$ cat src/rtl/pipe_alu.sv
// pipe_alu: single-issue ALU with a one-deep registered result stage.
//
// A new operation is accepted when in_valid && in_ready. Single-cycle ops
// register their result and flags on the accept edge, so out_valid rises one
// cycle later. The result stage holds its contents until out_ready is seen;
// a new accept in the same cycle as a consume replaces the result with no
// bubble.
//
// Handshake (both sides): a transfer happens on a rising clk edge where
// valid && ready are both high. The producer keeps its payload stable while
// valid is high and ready is low; ready may depend combinationally on the
// other side's valid/ready.
//
// Optional feature macro: PIPE_ALU_MUL_EN
//   Defined   -> opcode 14 is an unsigned WIDTH x WIDTH multiply (low WIDTH
//                bits), iterative shift-add, one multiplier bit per cycle.
//   Undefined -> no MUL state or multiplier datapath; opcode 14 is illegal.
//
// Ports:
//   clk         clock, rising edge
//   reset       asynchronous active-high reset
//   in_valid    operation presented
//   in_ready    operation can be accepted this cycle (combinational)
//   in_a, in_b  operands (WIDTH)
//   in_op       opcode (OPW)
//   out_valid   result stage holds an unconsumed result
//   out_ready   downstream consumes the result this cycle
//   out_result  registered result (WIDTH)
//   out_zero, out_carry, out_ovf, out_illegal  registered status flags
//   dbg_state   1 while the multiplier FSM is busy (constant 0 without it)
module pipe_alu #(
  parameter int WIDTH = 16,
  parameter int OPW   = 6
) (
  input  logic             clk,
  input  logic             reset,
  input  logic             in_valid,
  output logic             in_ready,
  input  logic [WIDTH-1:0] in_a,
  input  logic [WIDTH-1:0] in_b,
  input  logic [OPW-1:0]   in_op,
  output logic             out_valid,
  input  logic             out_ready,
  output logic [WIDTH-1:0] out_result,
  output logic             out_zero,
  output logic             out_carry,
  output logic             out_ovf,
  output logic             out_illegal,
  output logic             dbg_state
);

  logic             valid_q, valid_d;
  logic [WIDTH-1:0] res_q, res_d;
  logic             zero_q, zero_d;
  logic             carry_q, carry_d;
  logic             ovf_q, ovf_d;
  logic             ill_q, ill_d;
  logic             accept;

  logic [WIDTH:0]   sum_w;
  logic [WIDTH-1:0] diff_w;
  logic [WIDTH-1:0] alu_res;
  logic             alu_carry;
  logic             alu_ovf;
  logic             alu_ill;

`ifdef PIPE_ALU_MUL_EN
  localparam int CW = $clog2(WIDTH);

  typedef enum logic {
    S_IDLE = 1'b0,
    S_MUL  = 1'b1
  } state_t;

  state_t               state_q, state_d;
  logic [CW-1:0]        cnt_q, cnt_d;
  logic [2*WIDTH-1:0]   acc_q, acc_d;
  logic [2*WIDTH-1:0]   mcand_q, mcand_d;
  logic [WIDTH-1:0]     mplier_q, mplier_d;
  logic [2*WIDTH-1:0]   prod_nxt;

  assign in_ready  = (state_q == S_IDLE) && (!valid_q || out_ready);
  assign dbg_state = (state_q == S_MUL);
`else
  assign in_ready  = !valid_q || out_ready;
  assign dbg_state = 1'b0;
`endif

  assign accept = in_valid && in_ready;

  // Single-cycle datapath, evaluated on the live inputs; only used on accept.
  always_comb begin
    alu_res   = '0;
    alu_carry = 1'b0;
    alu_ovf   = 1'b0;
    alu_ill   = 1'b0;
    sum_w     = {1'b0, in_a} + {1'b0, in_b};
    diff_w    = in_a - in_b;
    case (in_op)
      OPW'(0): begin
        alu_res   = sum_w[WIDTH-1:0];
        alu_carry = sum_w[WIDTH];
        alu_ovf   = (in_a[WIDTH-1] == in_b[WIDTH-1]) && (sum_w[WIDTH-1] != in_a[WIDTH-1]);
      end
      OPW'(1): begin
        alu_res   = diff_w;
        alu_carry = (in_a < in_b);  // borrow
        alu_ovf   = (in_a[WIDTH-1] != in_b[WIDTH-1]) && (diff_w[WIDTH-1] != in_a[WIDTH-1]);
      end
      OPW'(2):  alu_res = in_a & in_b;
      OPW'(3):  alu_res = in_a | in_b;
      OPW'(4):  alu_res = ~in_a;
      OPW'(5):  alu_res = ~in_a + WIDTH'(1);
      OPW'(6):  alu_res = in_a << 1;
      OPW'(7):  alu_res = in_a >> 1;
      OPW'(8):  alu_res = {in_b[WIDTH/2-1:0], {(WIDTH/2){1'b0}}};
      OPW'(9):  alu_res = {{(WIDTH-1){1'b0}}, (in_a != in_b)};
      OPW'(10): alu_res = {{(WIDTH-1){1'b0}}, (in_a == in_b)};
      OPW'(11): alu_res = {{(WIDTH-1){1'b0}}, (!in_a[WIDTH-1] && (in_a != '0))};
      OPW'(12): alu_res = {{(WIDTH-1){1'b0}}, in_a[WIDTH-1]};
      OPW'(13): alu_res = in_a;
      OPW'(15): alu_res = {in_a[WIDTH-1], in_a[WIDTH-1:1]};
      OPW'(28): alu_res = in_a;
      OPW'(29): alu_res = WIDTH'(1);
      default:  alu_ill = 1'b1;
    endcase
  end

  // Next-state for the result stage and (optionally) the multiplier FSM.
  always_comb begin
    valid_d  = valid_q;
    res_d    = res_q;
    zero_d   = zero_q;
    carry_d  = carry_q;
    ovf_d    = ovf_q;
    ill_d    = ill_q;
`ifdef PIPE_ALU_MUL_EN
    state_d  = state_q;
    cnt_d    = cnt_q;
    acc_d    = acc_q;
    mcand_d  = mcand_q;
    mplier_d = mplier_q;
    prod_nxt = acc_q + (mplier_q[0] ? mcand_q : '0);
    if (state_q == S_MUL) begin
      // One multiplier bit per cycle; the last step writes straight into
      // the result registers so out_valid rises WIDTH+1 cycles after accept.
      acc_d    = prod_nxt;
      mcand_d  = mcand_q << 1;
      mplier_d = mplier_q >> 1;
      if (cnt_q == '0) begin
        state_d = S_IDLE;
        valid_d = 1'b1;
        res_d   = prod_nxt[WIDTH-1:0];
        zero_d  = (prod_nxt[WIDTH-1:0] == '0);
        carry_d = |prod_nxt[2*WIDTH-1:WIDTH];
        ovf_d   = 1'b0;
        ill_d   = 1'b0;
      end else begin
        cnt_d = cnt_q - CW'(1);
      end
    end else if (accept && (in_op == OPW'(14))) begin
      // Any previous result is consumed this cycle (in_ready implies it).
      state_d  = S_MUL;
      cnt_d    = CW'(WIDTH - 1);
      acc_d    = '0;
      mcand_d  = {{WIDTH{1'b0}}, in_a};
      mplier_d = in_b;
      valid_d  = 1'b0;
    end else
`endif
    if (accept) begin
      valid_d = 1'b1;
      res_d   = alu_res;
      // Illegal ops report only the illegal flag, so zero stays low there.
      zero_d  = (alu_res == '0) && !alu_ill;
      carry_d = alu_carry;
      ovf_d   = alu_ovf;
      ill_d   = alu_ill;
    end else if (out_ready) begin
      valid_d = 1'b0;
    end
  end

  always_ff @(posedge clk or posedge reset) begin
    if (reset) begin
      valid_q  <= 1'b0;
      res_q    <= '0;
      zero_q   <= 1'b0;
      carry_q  <= 1'b0;
      ovf_q    <= 1'b0;
      ill_q    <= 1'b0;
`ifdef PIPE_ALU_MUL_EN
      state_q  <= S_IDLE;
      cnt_q    <= '0;
      acc_q    <= '0;
      mcand_q  <= '0;
      mplier_q <= '0;
`endif
    end else begin
      valid_q  <= valid_d;
      res_q    <= res_d;
      zero_q   <= zero_d;
      carry_q  <= carry_d;
      ovf_q    <= ovf_d;
      ill_q    <= ill_d;
`ifdef PIPE_ALU_MUL_EN
      state_q  <= state_d;
      cnt_q    <= cnt_d;
      acc_q    <= acc_d;
      mcand_q  <= mcand_d;
      mplier_q <= mplier_d;
`endif
    end
  end

  assign out_valid   = valid_q;
  assign out_result  = res_q;
  assign out_zero    = zero_q;
  assign out_carry   = carry_q;
  assign out_ovf     = ovf_q;
  assign out_illegal = ill_q;

endmodule

$ cat config.mk
export PLATFORM = sky130hd
export DESIGN_NAME = pipe_alu
export DESIGN_NICKNAME = d
export VERILOG_FILES = /design/src/rtl/pipe_alu.sv
export SDC_FILE = /design/constraint.sdc
export NUM_CORES = 1
export LEC_CHECK = 0
export BUFFER_PORTS_ARGS = -buffer_cell sky130_fd_sc_hd__buf_2
export CORE_MARGIN = 4
export CORE_UTILIZATION = 54
export CTS_BUF_LIST = sky130_fd_sc_hd__clkbuf_16
export CTS_CLUSTER_SIZE = 16
export DETAILED_ROUTE_END_ITERATION = 8
export GPL_TIMING_DRIVEN = 1
export PLACE_DENSITY = 0.75
export SKIP_CTS_REPAIR_TIMING = 1
export SLEW_MARGIN = 20
export SYNTH_ARGS = -nofsm -noshare
export SYNTH_HDL_FRONTEND = slang
export SYNTH_SLANG_ARGS = --single-unit
$ cat constraint.sdc
create_clock -name clk -period 1.8 [get_ports clk]
set_input_delay 0.27 -clock clk [delete_from_list [all_inputs] [get_ports clk]]
set_output_delay 0.27 -clock clk [all_outputs]
set_load 0.01 [all_outputs]
==> results of run 1 <==
==> Yosys cell counts, drive strengths merged, types with 4 or more instances <==
| master | n | share of area |
|---|---|---|
| a211oi | 12 | 0.021 |
| nor4b | 5 | 0.012 |
| nand2 | 57 | 0.050 |
| inv | 51 | 0.044 |
| mux2 | 4 | 0.010 |
| a221oi | 9 | 0.018 |
| buf | 20 | 0.029 |
| nand2b | 9 | 0.013 |
| o221ai | 6 | 0.012 |
| xnor2 | 13 | 0.026 |
| a222oi | 5 | 0.012 |
| o21ai | 38 | 0.045 |
| ha | 50 | 0.15 |
| a221o | 8 | 0.019 |
| nand4 | 8 | 0.012 |
| nor4 | 13 | 0.029 |
| nor2b | 6 | 0.0087 |
| a21o | 7 | 0.012 |
| a22oi | 9 | 0.016 |
| dfrtp | 21 | 0.12 |
| or4 | 4 | 0.0078 |
| o211ai | 8 | 0.014 |
| and3 | 4 | 0.0058 |
| clkbuf | 20 | 0.024 |
| nand3 | 13 | 0.015 |
| a21oi | 39 | 0.045 |
| nor3 | 16 | 0.022 |
| o31ai | 9 | 0.017 |
| o21a | 5 | 0.0087 |
| a31oi | 11 | 0.017 |
| nor2 | 45 | 0.039 |
==> cell families after synthesis <==
group                    synth area share
AND/OR/NAND/NOR                     0.247
adder cells (fa/ha/maj)             0.155
AO/OA/AOI/OAI                       0.332
other                            0.000871
XOR/XNOR                           0.0285
flip-flops                          0.122
buffers and inverters               0.100
multiplexers                       0.0151
==> routing by layer <==
layer | GRT usage | GRT overflow
met3 | 0.736 | 6
met1 | 0.865 | 6
met2 | 1.25 | 577
met4 | 1.03 | 172
met5 | 0.170 | 0
==> metrics by stage <==
stage | hold slack (ns) | TNS [ns]
2_1_floorplan | 0.247 | -5.73
3_3_place_gp | 0.423 | -14.43
3_5_place_dp | 0.448 | -15.92
4_1_cts | 0.178 | -11.25
==> flow_summary.html, run 1 <==
<table>
<tr><th>Metric</th><th>Value</th></tr>
<tr><th colspan="2">Run status</th></tr>
<tr><td>Run status</td><td>did not finish</td></tr>
<tr><td>Stopped at</td><td>global routing</td></tr>
<tr><td>Error message</td><td>[ERROR GRT-0232] Routing congestion too high. Check the congestion heatmap in the GUI.</td></tr>
<tr><th colspan="2">Clock network</th></tr>
<tr><td># H-tree levels</td><td>1</td></tr>
<tr><td>Number of buffers between clock root and the deepest sink</td><td>2</td></tr>
<tr><td>Root buffer cell</td><td>clkbuf_16</td></tr>
<tr><td>Clock sink count</td><td>21</td></tr>
<tr><td>Num CTS Buffers</td><td>3</td></tr>
<tr><th colspan="2">Die</th></tr>
<tr><td>Die span in y</td><td>97.3 microns</td></tr>
<tr><td>Horizontal die dimension</td><td>97.3 microns</td></tr>
<tr><td>Count of standard-cell rows</td><td>32</td></tr>
<tr><td>Number of top-level pins</td><td>65</td></tr>
<tr><td>Initial Util</td><td>0.557</td></tr>
<tr><th colspan="2">Placed design</th></tr>
<tr><td>Instance area at placement</td><td>0.00652 sq mm</td></tr>
<tr><td>Dpl ws</td><td>-1.27 ns</td></tr>
<tr><td>Detailed Place HPWL</td><td>15,400 microns</td></tr>
<tr><td>Placed Cells incl. Taps</td><td>929</td></tr>
<tr><td>Routability-driven placement congestion ratio</td><td>1.06</td></tr>
<tr><td>Number of I/O port buffers</td><td>63</td></tr>
<tr><th colspan="2">Global route</th></tr>
<tr><td>Congestion Overflow GR</td><td>761</td></tr>
<tr><td>GR Util All Layers</td><td>0.950</td></tr>
<tr><td>Largest net degree at the start of global routing</td><td>26</td></tr>
<tr><th colspan="2">Yosys</th></tr>
<tr><td>Synth Register Bits</td><td>21</td></tr>
<tr><td>Fraction of the yosys area taken by sequential cells</td><td>0.122</td></tr>
<tr><td>Count of cell types in the netlist</td><td>81</td></tr>
<tr><td>Synth Instances</td><td>586</td></tr>
<tr><td>Post-synth ARST share</td><td>1.00</td></tr>
<tr><td>Mean cell area of the mapped netlist</td><td>7.34 sq um</td></tr>
<tr><td>EDFF count, synth</td><td>0</td></tr>
<tr><td>Net count after synthesis</td><td>680</td></tr>
<tr><td>Most used flip-flop cell after synthesis</td><td>dfrtp_1</td></tr>
<tr><td>Number of warning messages in the yosys log</td><td>0</td></tr>
<tr><td>Combined area of all synthesized cells</td><td>0.00430 sq mm</td></tr>
<tr><th colspan="2">STA</th></tr>
<tr><td>Last worst endpoint in the global-route repair_timing</td><td>out_zero$_DFFE_PP0P_/D</td></tr>
<tr><td>Classification of the worst endpoint</td><td>register data pin</td></tr>
</table>
==> inputs of run 2 (changes only) <==
--- a/config.mk
+++ b/config.mk
@@ -7,12 +7,10 @@
 export LEC_CHECK = 0
 export BUFFER_PORTS_ARGS = -buffer_cell sky130_fd_sc_hd__buf_2
 export CORE_MARGIN = 4
-export CORE_UTILIZATION = 54
-export CTS_BUF_LIST = sky130_fd_sc_hd__clkbuf_16
-export CTS_CLUSTER_SIZE = 16
+export CORE_UTILIZATION = 40
 export DETAILED_ROUTE_END_ITERATION = 8
 export GPL_TIMING_DRIVEN = 1
-export PLACE_DENSITY = 0.75
+export PLACE_DENSITY_LB_ADDON = 0.15
 export SKIP_CTS_REPAIR_TIMING = 1
 export SLEW_MARGIN = 20
 export SYNTH_ARGS = -nofsm -noshare
==> constraint.sdc (replaced) <==
create_clock -name clk -period 2.3 [get_ports clk]
set_input_delay 0.345 -clock clk [delete_from_list [all_inputs] [get_ports clk]]
set_output_delay 0.345 -clock clk [all_outputs]
set_load 0.01 [all_outputs]
==> run 2 against run 1 <==
  * Synthesized cell count unchanged
  * The flow now finishes, with violations (setup timing)
  * Synthesized area did not move
==> flow_summary.html, run 2 <==
<table>
<tr><th>Metric</th><th>Value</th></tr>
<tr><th colspan="2">Yosys</th></tr>
<tr><td>Number of warning messages in the yosys log</td><td>0 (unchanged)</td></tr>
<tr><td>Synth Instances</td><td>586 (unchanged)</td></tr>
<tr><td>Synth Register Bits</td><td>21 (unchanged)</td></tr>
<tr><td>Combined area of all synthesized cells</td><td>0.00430 sq mm (unchanged)</td></tr>
<tr><td>Cell with the most instances after synthesis</td><td>nand2_1</td></tr>
<tr><td>Mean cell area of the mapped netlist</td><td>7.34 sq um (unchanged)</td></tr>
<tr><td>Net count after synthesis</td><td>680 (unchanged)</td></tr>
<tr><td>Count of cell types in the netlist</td><td>81 (unchanged)</td></tr>
<tr><td>EDFF count, synth</td><td>0 (unchanged)</td></tr>
<tr><td>Synth area leader</td><td>ha_1</td></tr>
<tr><td>Top cells by instance count after synthesis</td><td>nand2_1, inv_1, ha_1, nor2_1, a21oi_1</td></tr>
<tr><td>Biggest area contributors in the synthesized netlist</td><td>ha_1, dfrtp_1, nand2_1</td></tr>
<tr><td>Post-synth ARST share</td><td>1.00 (unchanged)</td></tr>
<tr><td>Most used flip-flop cell after synthesis</td><td>dfrtp_1</td></tr>
<tr><td>Fraction of the yosys area taken by sequential cells</td><td>0.122 (unchanged)</td></tr>
<tr><td>Share of the synthesized area in the top cell type</td><td>0.145 (unchanged)</td></tr>
<tr><th colspan="2">Die</th></tr>
<tr><td>Horizontal die dimension</td><td>112 microns (+15%)</td></tr>
<tr><td>Count of standard-cell rows</td><td>37 (+16%)</td></tr>
<tr><td>Area of the die</td><td>0.0125 sq mm</td></tr>
<tr><td>Initial Util</td><td>0.413 (-0.144)</td></tr>
<tr><td>Number of top-level pins</td><td>65 (unchanged)</td></tr>
<tr><td>Die span in y</td><td>112 microns (+15%)</td></tr>
<tr><td>Floorplan core area</td><td>0.0104 sq mm</td></tr>
<tr><th colspan="2">Layout</th></tr>
<tr><td>Area added between synthesis and finish</td><td>70.2%</td></tr>
<tr><td>Sequential cell area in the final layout</td><td>526 sq um</td></tr>
<tr><td>Fill cell instance count of the final layout</td><td>863</td></tr>
<tr><td>Combined area of the multi-input logic cells</td><td>0.00406 sq mm</td></tr>
<tr><td>Leading cell types in the layout, fill and taps excluded</td><td>buf_4, nand2_1, buf_2</td></tr>
<tr><td>Max reg flops</td><td>16</td></tr>
<tr><td>Layout net count</td><td>958</td></tr>
<tr><td>Layout cells sized above 1</td><td>0.518</td></tr>
<tr><td>Final design utilization</td><td>0.703</td></tr>
<tr><td>Post-route cell area</td><td>0.00733 sq mm</td></tr>
<tr><td>Number of antenna diodes</td><td>0</td></tr>
<tr><td>Most common cell after layout, fill and taps aside</td><td>buf_4</td></tr>
<tr><th colspan="2">Global route</th></tr>
<tr><td>Initial antenna violation count</td><td>0</td></tr>
<tr><td>Via count of the first global-routing pass</td><td>5,498</td></tr>
<tr><td>GR Util All Layers</td><td>0.287</td></tr>
<tr><td>Wire length of the first global-routing pass</td><td>29,100 microns</td></tr>
<tr><td>Congestion Overflow GR</td><td>0</td></tr>
<tr><td>Largest net degree at the start of global routing</td><td>26</td></tr>
<tr><th colspan="2">Worst setup path</th></tr>
<tr><td>Critical path required time</td><td>2.47 ns</td></tr>
<tr><td>Worst-path maximum fanout</td><td>3</td></tr>
<tr><td>Highest-delay cell along the critical path</td><td>nor4_2</td></tr>
<tr><td>Slowest stage delay, CP</td><td>0.44 ns</td></tr>
<tr><td>Worst Path Class, Setup</td><td>in2reg</td></tr>
<tr><td>Critical Path Start Type</td><td>input port</td></tr>
<tr><td>Cells traversed along the worst timing path</td><td>buf_4, inv_4, ha_4, nor4_4, nand3_2, o211a_1, nor4_4, and4_1, nand4b_1, nor4_2, nand4_1, o31ai_2</td></tr>
<tr><td>Critical path endpoint category</td><td>flop</td></tr>
<tr><td>WP data arrival</td><td>3.19 ns</td></tr>
<tr><td>Cell mode on critical path</td><td>nor4_4</td></tr>
<tr><td>Critical path buffer and inverter count</td><td>2</td></tr>
<tr><td>Family with the most delay on the worst path</td><td>simple AND/OR/NAND/NOR gates</td></tr>
<tr><th colspan="2">Detailed routing</th></tr>
<tr><td>Post-route antenna net violation count</td><td>0</td></tr>
<tr><td>Final wirelength</td><td>19,400 microns</td></tr>
<tr><td>DRC viols</td><td>0</td></tr>
<tr><td>Avg WL per Cell</td><td>19.4 microns</td></tr>
<tr><td>Detailed Route Iter0 Violations</td><td>503</td></tr>
<tr><td>Via/cell ratio</td><td>5.81</td></tr>
<tr><td>Length of the first detailed-routing pass in iterations</td><td>6</td></tr>
<tr><td>Overall via count from detail_route</td><td>5,802</td></tr>
<tr><th colspan="2">STA</th></tr>
<tr><td>Hold Violations, Final</td><td>0</td></tr>
<tr><td>Max Clock Skew</td><td>0.00462 ns</td></tr>
<tr><td>Max Freq</td><td>0.331 GHz</td></tr>
<tr><td>Clock period minus worst slack</td><td>3.02 ns</td></tr>
<tr><td>Relative slew margins</td><td>0.355</td></tr>
<tr><td>Share of the cycle needed by the critical path after routing</td><td>1.31</td></tr>
<tr><td>Worst Slack Setup Final</td><td>-0.717 ns</td></tr>
<tr><td>Max Transition Viols Final</td><td>0</td></tr>
<tr><td>Unrepaired setup endpoints after global routing</td><td>yes</td></tr>
<tr><td>Setup Viol. Count Final</td><td>13</td></tr>
<tr><td>Transition at the pin with the smallest max-transition slack</td><td>0.955 ns</td></tr>
<tr><th colspan="2">Clock network</th></tr>
<tr><td>Number of buffers between clock root and the deepest sink</td><td>2 (unchanged)</td></tr>
<tr><td>Clock sink count</td><td>21 (unchanged)</td></tr>
<tr><td>TritonCTS clock tree</td><td>yes</td></tr>
<tr><td>Clk slew on worst S/H paths</td><td>0.08 ns</td></tr>
<tr><td>Root buffer cell</td><td>clkbuf_8</td></tr>
<tr><td># H-tree levels</td><td>1 (unchanged)</td></tr>
<tr><td>Clock insertion delay at the later pin of the skew report</td><td>0.26 ns</td></tr>
<tr><td>Num CTS Buffers</td><td>3 (unchanged)</td></tr>
<tr><th colspan="2">Run</th></tr>
<tr><td>Count of maximum capacitance violations</td><td>0</td></tr>
<tr><th colspan="2">Run status</th></tr>
<tr><td>Run status</td><td>finished with violations</td></tr>
<tr><td>Failing checks</td><td>setup timing</td></tr>
<tr><th colspan="2">Placed design</th></tr>
<tr><td>Detailed Place HPWL</td><td>16,000 microns (+3.5%)</td></tr>
<tr><td>Dpl ws</td><td>-1.24 ns (+0.0273 ns)</td></tr>
<tr><td>Instance area at placement</td><td>0.00657 sq mm (+0.90%)</td></tr>
<tr><td>Number of I/O port buffers</td><td>63 (unchanged)</td></tr>
<tr><td>Routability-driven placement congestion ratio</td><td>0.954 (-9.8%)</td></tr>
<tr><th colspan="2">Pwr</th></tr>
<tr><td>Peak supply drop</td><td>0.309 mV</td></tr>
<tr><td>Leakage power of the design</td><td>3.39 nW</td></tr>
<tr><td>Pwr per Cell Area</td><td>308 mW/mm^2</td></tr>
<tr><td>Total power draw</td><td>2.26 mW</td></tr>
<tr><th colspan="2">Min path</th></tr>
<tr><td>Kind of path behind the tightest hold check</td><td>in2async</td></tr>
</table>
## run 2: cell counts after synthesis
No cell type changed its count.
## run 2: metal layers
layer  up-vias  global-route usage  part of all wire
li1       2742                   -                 -
met1      2737               0.386              0.42
met2       277               0.471              0.46
met3        46              0.0440             0.083
met4         0              0.0941             0.036
met5         -                   0                 0
## run 2: area by class of cell
type,instances,share of cell area
Clock buffer,3,0.00564
Clock inverter,1,0.000683
Inverter,51,0.0282
Multi-Input combinational cell,473,0.555
Sequential cell,21,0.0717
Tap cell,136,0.0232
Timing Repair Buffer,314,0.316
## run 2: kinds of logic after synthesis
logic type | Yosys count | synth area share
AOI/OAI and AO/OA | 202 | 0.332
xor gates and xnor gates | 14 | 0.0285
adders and majority gates | 52 | 0.155
buffers and inverters | 92 | 0.100
DFF | 21 | 0.122
muxes | 6 | 0.0151
other | 1 | 0.000871
and+or+nand+nor | 198 | 0.247
## run 2: per-stage QoR
| step | instances | hold slack (ns) | setup TNS, ns |
|---|---|---|---|
| finish | 999 | 0.208 | -3.15 |
| global route | 999 | 0.291 | -4.09 |
| CTS | 982 | 0.241 | -5.32 |
| detailed placement | 978 | 0.464 | -10.19 |
| global placement | 978 | 0.455 | -9.25 |
| floorplan | 586 | 0.322 | -1.42 |
## run 2: power by group
group,switching [mW],internal [mW],total (mW)
sequential,0.0251,0.422,0.447
clock,0.117,0.121,0.237
combinational,0.800,0.774,1.57
total,0.942,1.32,2.26
## run 2: path summary, 6_finish.rpt
| kind | slack, ns | depth (start not counted) | start | to |
|---|---|---|---|---|
| hold reg to reg | 0.47 | 2 | out_result[12] | out_result[12] |
| hold / removal | 0.21 | 2 | reset | out_result[11] |
| setup / recovery | -0.72 | 12 | in_b[7] | out_zero |
| max in group asynchronous | 1.61 | 2 | reset | out_result[4] |
| min in group clk | 0.31 | 2 | in_valid | out_valid |
| setup reg to reg | -0.11 | 9 | out_valid | out_zero |
Note: power is estimated with default switching activity, not from simulation.
==> inputs of run 3 (changes only) <==
--- a/config.mk
+++ b/config.mk
@@ -10,7 +10,7 @@
 export CORE_UTILIZATION = 40
 export DETAILED_ROUTE_END_ITERATION = 8
 export GPL_TIMING_DRIVEN = 1
-export PLACE_DENSITY_LB_ADDON = 0.15
+export PLACE_DENSITY_LB_ADDON = 0.12
 export SKIP_CTS_REPAIR_TIMING = 1
 export SLEW_MARGIN = 20
 export SYNTH_ARGS = -nofsm -noshare
==> run 3 against run 2 <==
  * Clock-buffer cell count unchanged
  * Via count grew 1.4%
  * Die area did not move
  * First-iteration DRC count grew 28%
  * Critical path type unchanged
  * Clock skew is 0.0011 ns lower
  * Wire length increased by 5.8%
  * Highest routed layer unchanged
  * The run still ends with setup timing left
  * Largest cell class unchanged
  * Sequential cell count did not move
  * Setup slack worse by 0.0056 ns
  * Clock power up 4%
  * Fmax is 0.18% lower
  * Non-clock buffer count unchanged
  * Largest power group unchanged
==> flow_summary.html, run 3 (same netlist as run 2, synthesis figures left out) <==
<table>
<tr><th>Metric</th><th>Value</th></tr>
<tr><th colspan="2">Layout</th></tr>
<tr><td>Area added between synthesis and finish</td><td>70.2% (about the same)</td></tr>
<tr><td>Max reg flops</td><td>16 (unchanged)</td></tr>
<tr><td>Layout cells sized above 1</td><td>0.518 (unchanged)</td></tr>
<tr><td>Most common cell after layout, fill and taps aside</td><td>buf_4</td></tr>
<tr><td>Final design utilization</td><td>0.703 (about the same)</td></tr>
<tr><td>Sequential cell area in the final layout</td><td>526 sq um (unchanged)</td></tr>
<tr><td>Combined area of the multi-input logic cells</td><td>0.00408 sq mm (+0.34%)</td></tr>
<tr><td>Fill cell instance count of the final layout</td><td>872 (+1.0%)</td></tr>
<tr><td>Layout net count</td><td>958 (unchanged)</td></tr>
<tr><td>Number of antenna diodes</td><td>0 (unchanged)</td></tr>
<tr><td>Leading cell types in the layout, fill and taps excluded</td><td>buf_4, nand2_1, buf_2</td></tr>
<tr><td>Non-filler instance count after layout</td><td>999 (unchanged)</td></tr>
<tr><th colspan="2">Worst setup path</th></tr>
<tr><td>Critical path required time</td><td>2.48 ns (about the same)</td></tr>
<tr><td>Critical Path Start Type</td><td>input port</td></tr>
<tr><td>Worst Path Class, Setup</td><td>in2reg</td></tr>
<tr><td>Critical path endpoint category</td><td>flop</td></tr>
<tr><td>R2R depth</td><td>9 (unchanged)</td></tr>
<tr><td>Worst-path maximum fanout</td><td>4 (+1)</td></tr>
<tr><td>WP data arrival</td><td>3.20 ns (about the same)</td></tr>
<tr><th colspan="2">Pwr</th></tr>
<tr><td>Total internal power</td><td>1.31 mW (-0.19%)</td></tr>
<tr><td>Seq pwr share</td><td>0.197 (about the same)</td></tr>
<tr><td>Leakage power of the design</td><td>3.38 nW (-0.39%)</td></tr>
<tr><td>Logic gate share of total power</td><td>0.696 (about the same)</td></tr>
<tr><td>Pwr per Cell Area</td><td>312 mW/mm^2 (+1.2%)</td></tr>
<tr><td>Peak supply drop</td><td>0.340 mV (+9.9%)</td></tr>
<tr><td>Switching portion of total power</td><td>0.425 (+0.00830)</td></tr>
<tr><td>Clk pwr share</td><td>0.107 (+0.002)</td></tr>
<tr><td>Net switching power</td><td>0.972 mW (+3.3%)</td></tr>
<tr><th colspan="2">STA</th></tr>
<tr><td>Max Clock Skew</td><td>0.00349 ns (-0.00113 ns)</td></tr>
<tr><td>Final setup TNS</td><td>-3.74 ns (-0.591 ns)</td></tr>
<tr><td>Share of the cycle needed by the critical path after routing</td><td>1.31 (+0.00242)</td></tr>
<tr><td>Unrepaired setup endpoints after global routing</td><td>yes</td></tr>
<tr><td>Hold Violations, Final</td><td>0 (unchanged)</td></tr>
<tr><td>Transition at the pin with the smallest max-transition slack</td><td>0.978 ns (+0.0230 ns)</td></tr>
<tr><td>Max Transition Viols Final</td><td>0 (unchanged)</td></tr>
<tr><td>Hold Worst Slack</td><td>0.217 ns (+0.00811 ns)</td></tr>
<tr><td>Max Freq</td><td>0.331 GHz (-0.18%)</td></tr>
<tr><td>Relative slew margins</td><td>0.340 (-0.0156)</td></tr>
<tr><td>Setup Viol. Count Final</td><td>12 (-1)</td></tr>
<tr><td>Clock period minus worst slack</td><td>3.02 ns (+0.00557 ns)</td></tr>
<tr><td>Worst Slack Setup Final</td><td>-0.722 ns (-0.00557 ns)</td></tr>
<tr><th colspan="2">Global route</th></tr>
<tr><td>Wire length of the first global-routing pass</td><td>30,200 microns (+4.1%)</td></tr>
<tr><td>Largest net degree at the start of global routing</td><td>26 (unchanged)</td></tr>
<tr><td>GR Util All Layers</td><td>0.301 (+0.0132)</td></tr>
<tr><td>Congestion Overflow GR</td><td>0 (unchanged)</td></tr>
<tr><td>Via count of the first global-routing pass</td><td>5,598 (+1.8%)</td></tr>
<tr><td>Initial antenna violation count</td><td>0 (unchanged)</td></tr>
<tr><th colspan="2">Detailed routing</th></tr>
<tr><td>Overall via count from detail_route</td><td>5,886 (+1.4%)</td></tr>
<tr><td>Avg WL per Cell</td><td>20.6 microns (+5.8%)</td></tr>
<tr><td>Final wirelength</td><td>20,500 microns (+5.8%)</td></tr>
<tr><td>Length of the first detailed-routing pass in iterations</td><td>7 (+1)</td></tr>
<tr><td>DRC viols</td><td>0 (unchanged)</td></tr>
<tr><td>Via/cell ratio</td><td>5.89 (+1.4%)</td></tr>
<tr><td>Detailed Route Iter0 Violations</td><td>645 (+28%)</td></tr>
<tr><td>Post-route antenna net violation count</td><td>0 (unchanged)</td></tr>
<tr><th colspan="2">Clock network</th></tr>
<tr><td>Number of buffers between clock root and the deepest sink</td><td>2 (unchanged)</td></tr>
<tr><td>Root buffer cell</td><td>clkbuf_8</td></tr>
<tr><td>Clock insertion delay at the later pin of the skew report</td><td>0.27 ns (about the same)</td></tr>
<tr><td># H-tree levels</td><td>1 (unchanged)</td></tr>
<tr><td>Clk slew on worst S/H paths</td><td>0.08 ns (about the same)</td></tr>
<tr><td>Clock sink count</td><td>21 (unchanged)</td></tr>
<tr><td>TritonCTS clock tree</td><td>yes</td></tr>
<tr><td>Num CTS Buffers</td><td>3 (unchanged)</td></tr>
<tr><th colspan="2">Placed design</th></tr>
<tr><td>Number of I/O port buffers</td><td>63 (unchanged)</td></tr>
<tr><td>Placed Cells incl. Taps</td><td>971 (-0.72%)</td></tr>
<tr><td>Detailed Place HPWL</td><td>16,400 microns (+3.0%)</td></tr>
<tr><td>Routability-driven placement congestion ratio</td><td>0.972 (+2.0%)</td></tr>
<tr><th colspan="2">Die</th></tr>
<tr><td>Floorplan core area</td><td>0.0104 sq mm (unchanged)</td></tr>
<tr><td>Initial Util</td><td>0.413 (unchanged)</td></tr>
<tr><td>Area of the die</td><td>0.0125 sq mm (unchanged)</td></tr>
<tr><td>Number of top-level pins</td><td>65 (unchanged)</td></tr>
<tr><td>Count of standard-cell rows</td><td>37 (unchanged)</td></tr>
<tr><td>Horizontal die dimension</td><td>112 microns (unchanged)</td></tr>
<tr><td>Die span in y</td><td>112 microns (unchanged)</td></tr>
<tr><th colspan="2">Run</th></tr>
<tr><td>Count of maximum capacitance violations</td><td>0 (unchanged)</td></tr>
<tr><th colspan="2">Run status</th></tr>
<tr><td>Run status</td><td>finished with violations</td></tr>
<tr><td>Failing checks</td><td>setup timing</td></tr>
<tr><th colspan="2">Min path</th></tr>
<tr><td>Kind of path behind the tightest hold check</td><td>in2async</td></tr>
</table>
## run 3: cell count changes in the layout (fill, tap and decap cells not counted), sizes merged
cell | previous run | this run
buf | 314 | 312
clkbuf | 3 | 5
clkinvlp | 0 | 1
inv | 51 | 50
## run 3: final timing paths
check	startpoint	to	slack (ns)
min in group clk	in_valid	out_valid	0.29
worst min-delay path	reset	out_result[10]	0.22
worst min register to register	out_result[3]	out_result[3]	0.48
max in group asynchronous	reset	out_result[8]	1.59
worst max register to register	out_valid	out_zero	-0.11
worst max-delay path	in_a[8]	out_zero	-0.72
## run 3: layer usage
layer | wire length, microns | part of all wire | global-route usage
met5 | 0 | 0 | 0
met4 | 391 | 0.019 | 0.0762
met3 | 1660 | 0.081 | 0.0554
met2 | 9900 | 0.48 | 0.505
met1 | 8600 | 0.42 | 0.397
## run 3: power groups by stage
| stage | Clock [mW] | Combinational [mW] | Sequential [mW] |
|---|---|---|---|
| 2_1_floorplan | 0 | 0.665 | 0.482 |
| 3_3_place_gp | 0 | 1.31 | 0.454 |
| 3_5_place_dp | 0 | 1.33 | 0.457 |
| 4_1_cts | 0.252 | 1.33 | 0.449 |
| 5_1_grt | 0.268 | 1.70 | 0.457 |
| 6_report | 0.246 | 1.59 | 0.449 |
## run 3: per-stage QoR
step / setup WS [ns] / power (mW) / instance area (sq um)
after floorplan: -0.389 / 1.15 / 4600
after global placement: -1.28 / 1.76 / 6510
after detailed placement: -1.33 / 1.78 / 6510
after CTS: -1.05 / 2.04 / 6560
after global routing: -0.823 / 2.42 / 7330
final: -0.722 / 2.29 / 7330
## run 3: worst max-delay path, stage by stage
cell and delay (ns):
buf_4 0.13, inv_4 0.06, ha_4 0.20, nor4_4 0.37, nand3_2 0.15, o211a_1 0.29, nor4_4 0.28, and4_1 0.23
nand4b_1 0.26, nor4_2 0.39, nand4_1 0.22, o31ai_2 0.26
## run 3: layout make-up
| type | count | share of cell area |
|---|---|---|
| Multi-Input combinational cell | 473 | 0.557 |
| Inverter | 51 | 0.0287 |
| Tap cell | 136 | 0.0232 |
| Clock buffer | 3 | 0.00564 |
| Clock inverter | 1 | 0.000683 |
| Sequential cell | 21 | 0.0717 |
| Timing Repair Buffer | 314 | 0.314 |
==> inputs of run 4 (changes only) <==
==> constraint.sdc (replaced) <==
create_clock -name clk -period 2.3 [get_ports clk]
set_input_delay 0.345 -clock clk [delete_from_list [all_inputs] [get_ports clk]]
set_output_delay 0.345 -clock clk [all_outputs]
set_load 0.1 [all_outputs]
==> run 4 against run 3 <==
  * The flow still finishes with violations (setup timing)
  * Wire length down 3.8%
  * Setup slack better by 0.095 ns
  * Via count down 2.1%
  * Power up 14%
  * Clock-buffer cell count unchanged
  * Critical path depth up 1
  * Die area unchanged
  * Register-to-register slack better by 0.07 ns
==> flow_summary.html, run 4 (same netlist as run 2, synthesis figures left out) <==
<table>
<tr><th>Metric</th><th>Value</th></tr>
<tr><th colspan="2">STA</th></tr>
<tr><td>Unrepaired setup endpoints after global routing</td><td>yes</td></tr>
<tr><td>Max Clock Skew</td><td>0.00195 ns (-0.00154 ns)</td></tr>
<tr><td>Relative slew margins</td><td>0.474 (+0.134)</td></tr>
<tr><td>Max Transition Viols Final</td><td>0 (unchanged)</td></tr>
<tr><td>Clock period minus worst slack</td><td>2.93 ns (-0.0952 ns)</td></tr>
<tr><td>Final setup TNS</td><td>-2.96 ns (+0.777 ns)</td></tr>
<tr><td>Setup Viol. Count Final</td><td>12 (unchanged)</td></tr>
<tr><td>Worst Slack Setup Final</td><td>-0.627 ns (+0.0952 ns)</td></tr>
<tr><td>Transition at the pin with the smallest max-transition slack</td><td>0.779 ns (-0.199 ns)</td></tr>
<tr><td>Share of the cycle needed by the critical path after routing</td><td>1.27 (-0.0414)</td></tr>
<tr><td>Hold Violations, Final</td><td>0 (unchanged)</td></tr>
<tr><td>Max Freq</td><td>0.342 GHz (+3.3%)</td></tr>
<tr><th colspan="2">Layout</th></tr>
<tr><td>Area added between synthesis and finish</td><td>66.0%</td></tr>
<tr><td>Number of antenna diodes</td><td>0 (unchanged)</td></tr>
<tr><td>Layout net count</td><td>946 (-1.3%)</td></tr>
<tr><td>Max reg flops</td><td>16 (unchanged)</td></tr>
<tr><td>Layout cells sized above 1</td><td>0.505 (-0.0127)</td></tr>
<tr><td>Leading cell types in the layout, fill and taps excluded</td><td>buf_4, buf_2, nand2_1</td></tr>
<tr><td>Most common cell after layout, fill and taps aside</td><td>buf_4</td></tr>
<tr><th colspan="2">Detailed routing</th></tr>
<tr><td>Overall via count from detail_route</td><td>5,764 (-2.1%)</td></tr>
<tr><td>WL met1</td><td>8330 microns (-3.2%)</td></tr>
<tr><td>Uppermost layer routed</td><td>met4</td></tr>
<tr><td>Via/cell ratio</td><td>5.84 (-0.88%)</td></tr>
<tr><td>Detailed Route Iter0 Violations</td><td>628 (-2.6%)</td></tr>
<tr><td>Sum of met2 wire segment lengths after detailed routing</td><td>9070 microns (-8.4%)</td></tr>
<tr><td>Length of the first detailed-routing pass in iterations</td><td>6 (-1)</td></tr>
<tr><td>DRC viols</td><td>0 (unchanged)</td></tr>
<tr><td>Final wirelength</td><td>19,800 microns (-3.8%)</td></tr>
<tr><td>Post-route antenna net violation count</td><td>0 (unchanged)</td></tr>
<tr><td>Avg WL per Cell</td><td>20.0 microns (-2.6%)</td></tr>
<tr><td>Routed length on met3</td><td>1740 microns (+5.1%)</td></tr>
<tr><th colspan="2">Die</th></tr>
<tr><td>Number of top-level pins</td><td>65 (unchanged)</td></tr>
<tr><td>Die span in y</td><td>112 microns (unchanged)</td></tr>
<tr><td>Floorplan core area</td><td>0.0104 sq mm (unchanged)</td></tr>
<tr><td>Horizontal die dimension</td><td>112 microns (unchanged)</td></tr>
<tr><td>Initial Util</td><td>0.413 (unchanged)</td></tr>
<tr><td>Count of standard-cell rows</td><td>37 (unchanged)</td></tr>
<tr><td>Area of the die</td><td>0.0125 sq mm (unchanged)</td></tr>
<tr><th colspan="2">Pwr</th></tr>
<tr><td>Total power draw</td><td>2.61 mW (+14%)</td></tr>
<tr><td>Peak supply drop</td><td>0.462 mV (+36%)</td></tr>
<tr><td>Leakage power of the design</td><td>3.30 nW (-2.4%)</td></tr>
<tr><td>Pwr per Cell Area</td><td>365 mW/mm^2 (+17%)</td></tr>
<tr><th colspan="2">Clock network</th></tr>
<tr><td># H-tree levels</td><td>1 (unchanged)</td></tr>
<tr><td>Clock insertion delay at the later pin of the skew report</td><td>0.26 ns (about the same)</td></tr>
<tr><td>Number of buffers between clock root and the deepest sink</td><td>2 (unchanged)</td></tr>
<tr><td>Root buffer cell</td><td>clkbuf_8</td></tr>
<tr><td>Num CTS Buffers</td><td>3 (unchanged)</td></tr>
<tr><td>TritonCTS clock tree</td><td>yes</td></tr>
<tr><td>Clk slew on worst S/H paths</td><td>0.07 ns (about the same)</td></tr>
<tr><td>Clock sink count</td><td>21 (unchanged)</td></tr>
<tr><th colspan="2">Placed design</th></tr>
<tr><td>Number of I/O port buffers</td><td>63 (unchanged)</td></tr>
<tr><td>Routability-driven placement congestion ratio</td><td>1.01 (+4.3%)</td></tr>
<tr><td>Detailed Place HPWL</td><td>16,300 microns (-1.2%)</td></tr>
<tr><th colspan="2">Worst setup path</th></tr>
<tr><td>Highest-delay cell along the critical path</td><td>nor4_4</td></tr>
<tr><td>Critical path required time</td><td>2.47 ns (about the same)</td></tr>
<tr><td>Critical Path Start Type</td><td>input port</td></tr>
<tr><td>Worst Path Class, Setup</td><td>in2reg</td></tr>
<tr><td>Worst-path maximum fanout</td><td>4 (unchanged)</td></tr>
<tr><td>Slowest stage delay, CP</td><td>0.40 ns (about the same)</td></tr>
<tr><td>Critical path endpoint category</td><td>flop</td></tr>
<tr><td>Cells traversed along the worst timing path</td><td>buf_8, clkinvlp_4, ha_4, buf_6, nor4_4, nand2_2, o211a_1, nor4_4, and4_1, nand4b_1, nor4_4, nand4_1, o31ai_2</td></tr>
<tr><td>WP data arrival</td><td>3.10 ns (-0.10 ns)</td></tr>
<tr><td>Critical path buffer and inverter count</td><td>3 (+1)</td></tr>
<tr><td>Cell mode on critical path</td><td>nor4_4</td></tr>
<tr><td>Family with the most delay on the worst path</td><td>simple AND/OR/NAND/NOR gates</td></tr>
<tr><th colspan="2">Global route</th></tr>
<tr><td>Wire length of the first global-routing pass</td><td>29,900 microns (-1.3%)</td></tr>
<tr><td>GR Util All Layers</td><td>0.294 (-0.00634)</td></tr>
<tr><td>Via count of the first global-routing pass</td><td>5,513 (-1.5%)</td></tr>
<tr><td>Congestion Overflow GR</td><td>0 (unchanged)</td></tr>
<tr><td>Largest net degree at the start of global routing</td><td>26 (unchanged)</td></tr>
<tr><td>Initial antenna violation count</td><td>0 (unchanged)</td></tr>
<tr><th colspan="2">Run</th></tr>
<tr><td>Count of maximum capacitance violations</td><td>0 (unchanged)</td></tr>
<tr><th colspan="2">Min path</th></tr>
<tr><td>Kind of path behind the tightest hold check</td><td>in2async</td></tr>
<tr><th colspan="2">Run status</th></tr>
<tr><td>Failing checks</td><td>setup timing</td></tr>
<tr><td>Run status</td><td>finished with violations</td></tr>
</table>
==> run 4: cell types whose count changed in the layout (fill, tap and decap cells not counted), sizes merged <==
cell and delta:
clkbuf -2, buf -10
==> run 4: path summary, 6_finish.rpt <==
| check | startpoint | endpoint | slack, ns | depth (start not counted) |
|---|---|---|---|---|
| hold reg to reg | out_result[12] | out_result[12] | 0.48 | 2 |
| max in group asynchronous | reset | out_valid | 1.56 | 2 |
| setup / recovery | in_b[1] | out_zero | -0.63 | 13 |
| min in group clk | in_valid | out_valid | 0.32 | 2 |
| setup reg to reg | out_valid | out_zero | -0.04 | 9 |
| hold / removal | reset | out_result[2] | 0.21 | 2 |
==> run 4: power breakdown <==
group          internal [mW]  leakage (nW)  switching [mW]  total [mW]
sequential             0.423         0.262          0.0278       0.450
combinational          0.737          3.01            1.18        1.92
clock                  0.121        0.0255           0.117       0.238
==> run 4: final cells by class <==
cell class / instances / area, sq um
Sequential cell: 21 / 527
Multi-Input combinational cell: 473 / 4030
Tap cell: 136 / 170
Clock buffer: 3 / 41.3
Inverter: 51 / 213
Clock inverter: 1 / 5.00
Timing Repair Buffer: 302 / 2160
Fill cell: 909 / 3270
==> run 4: stage by stage <==
| step | worst slack [ns] | util | cell area [sq um] | hold slack (ns) | std cells |
|---|---|---|---|---|---|
| final | -0.627 | 0.686 | 7150 | 0.208 | 987 |
| after global routing | -0.668 | 0.686 | 7150 | 0.289 | 987 |
| after floorplan | -0.390 | - | 4610 | 0.321 | 586 |
| after detailed placement | -1.19 | 0.626 | 6520 | 0.460 | 975 |
| after global placement | -1.10 | 0.626 | 6520 | 0.459 | 975 |
| after CTS | -0.916 | 0.631 | 6570 | 0.240 | 979 |
==> run 4: routing by layer <==
layer,vias up,global-route usage
li1,2717,-
met1,2716,0.391
met4,0,0.0892
met3,42,0.0614
met5,-,0
met2,289,0.480
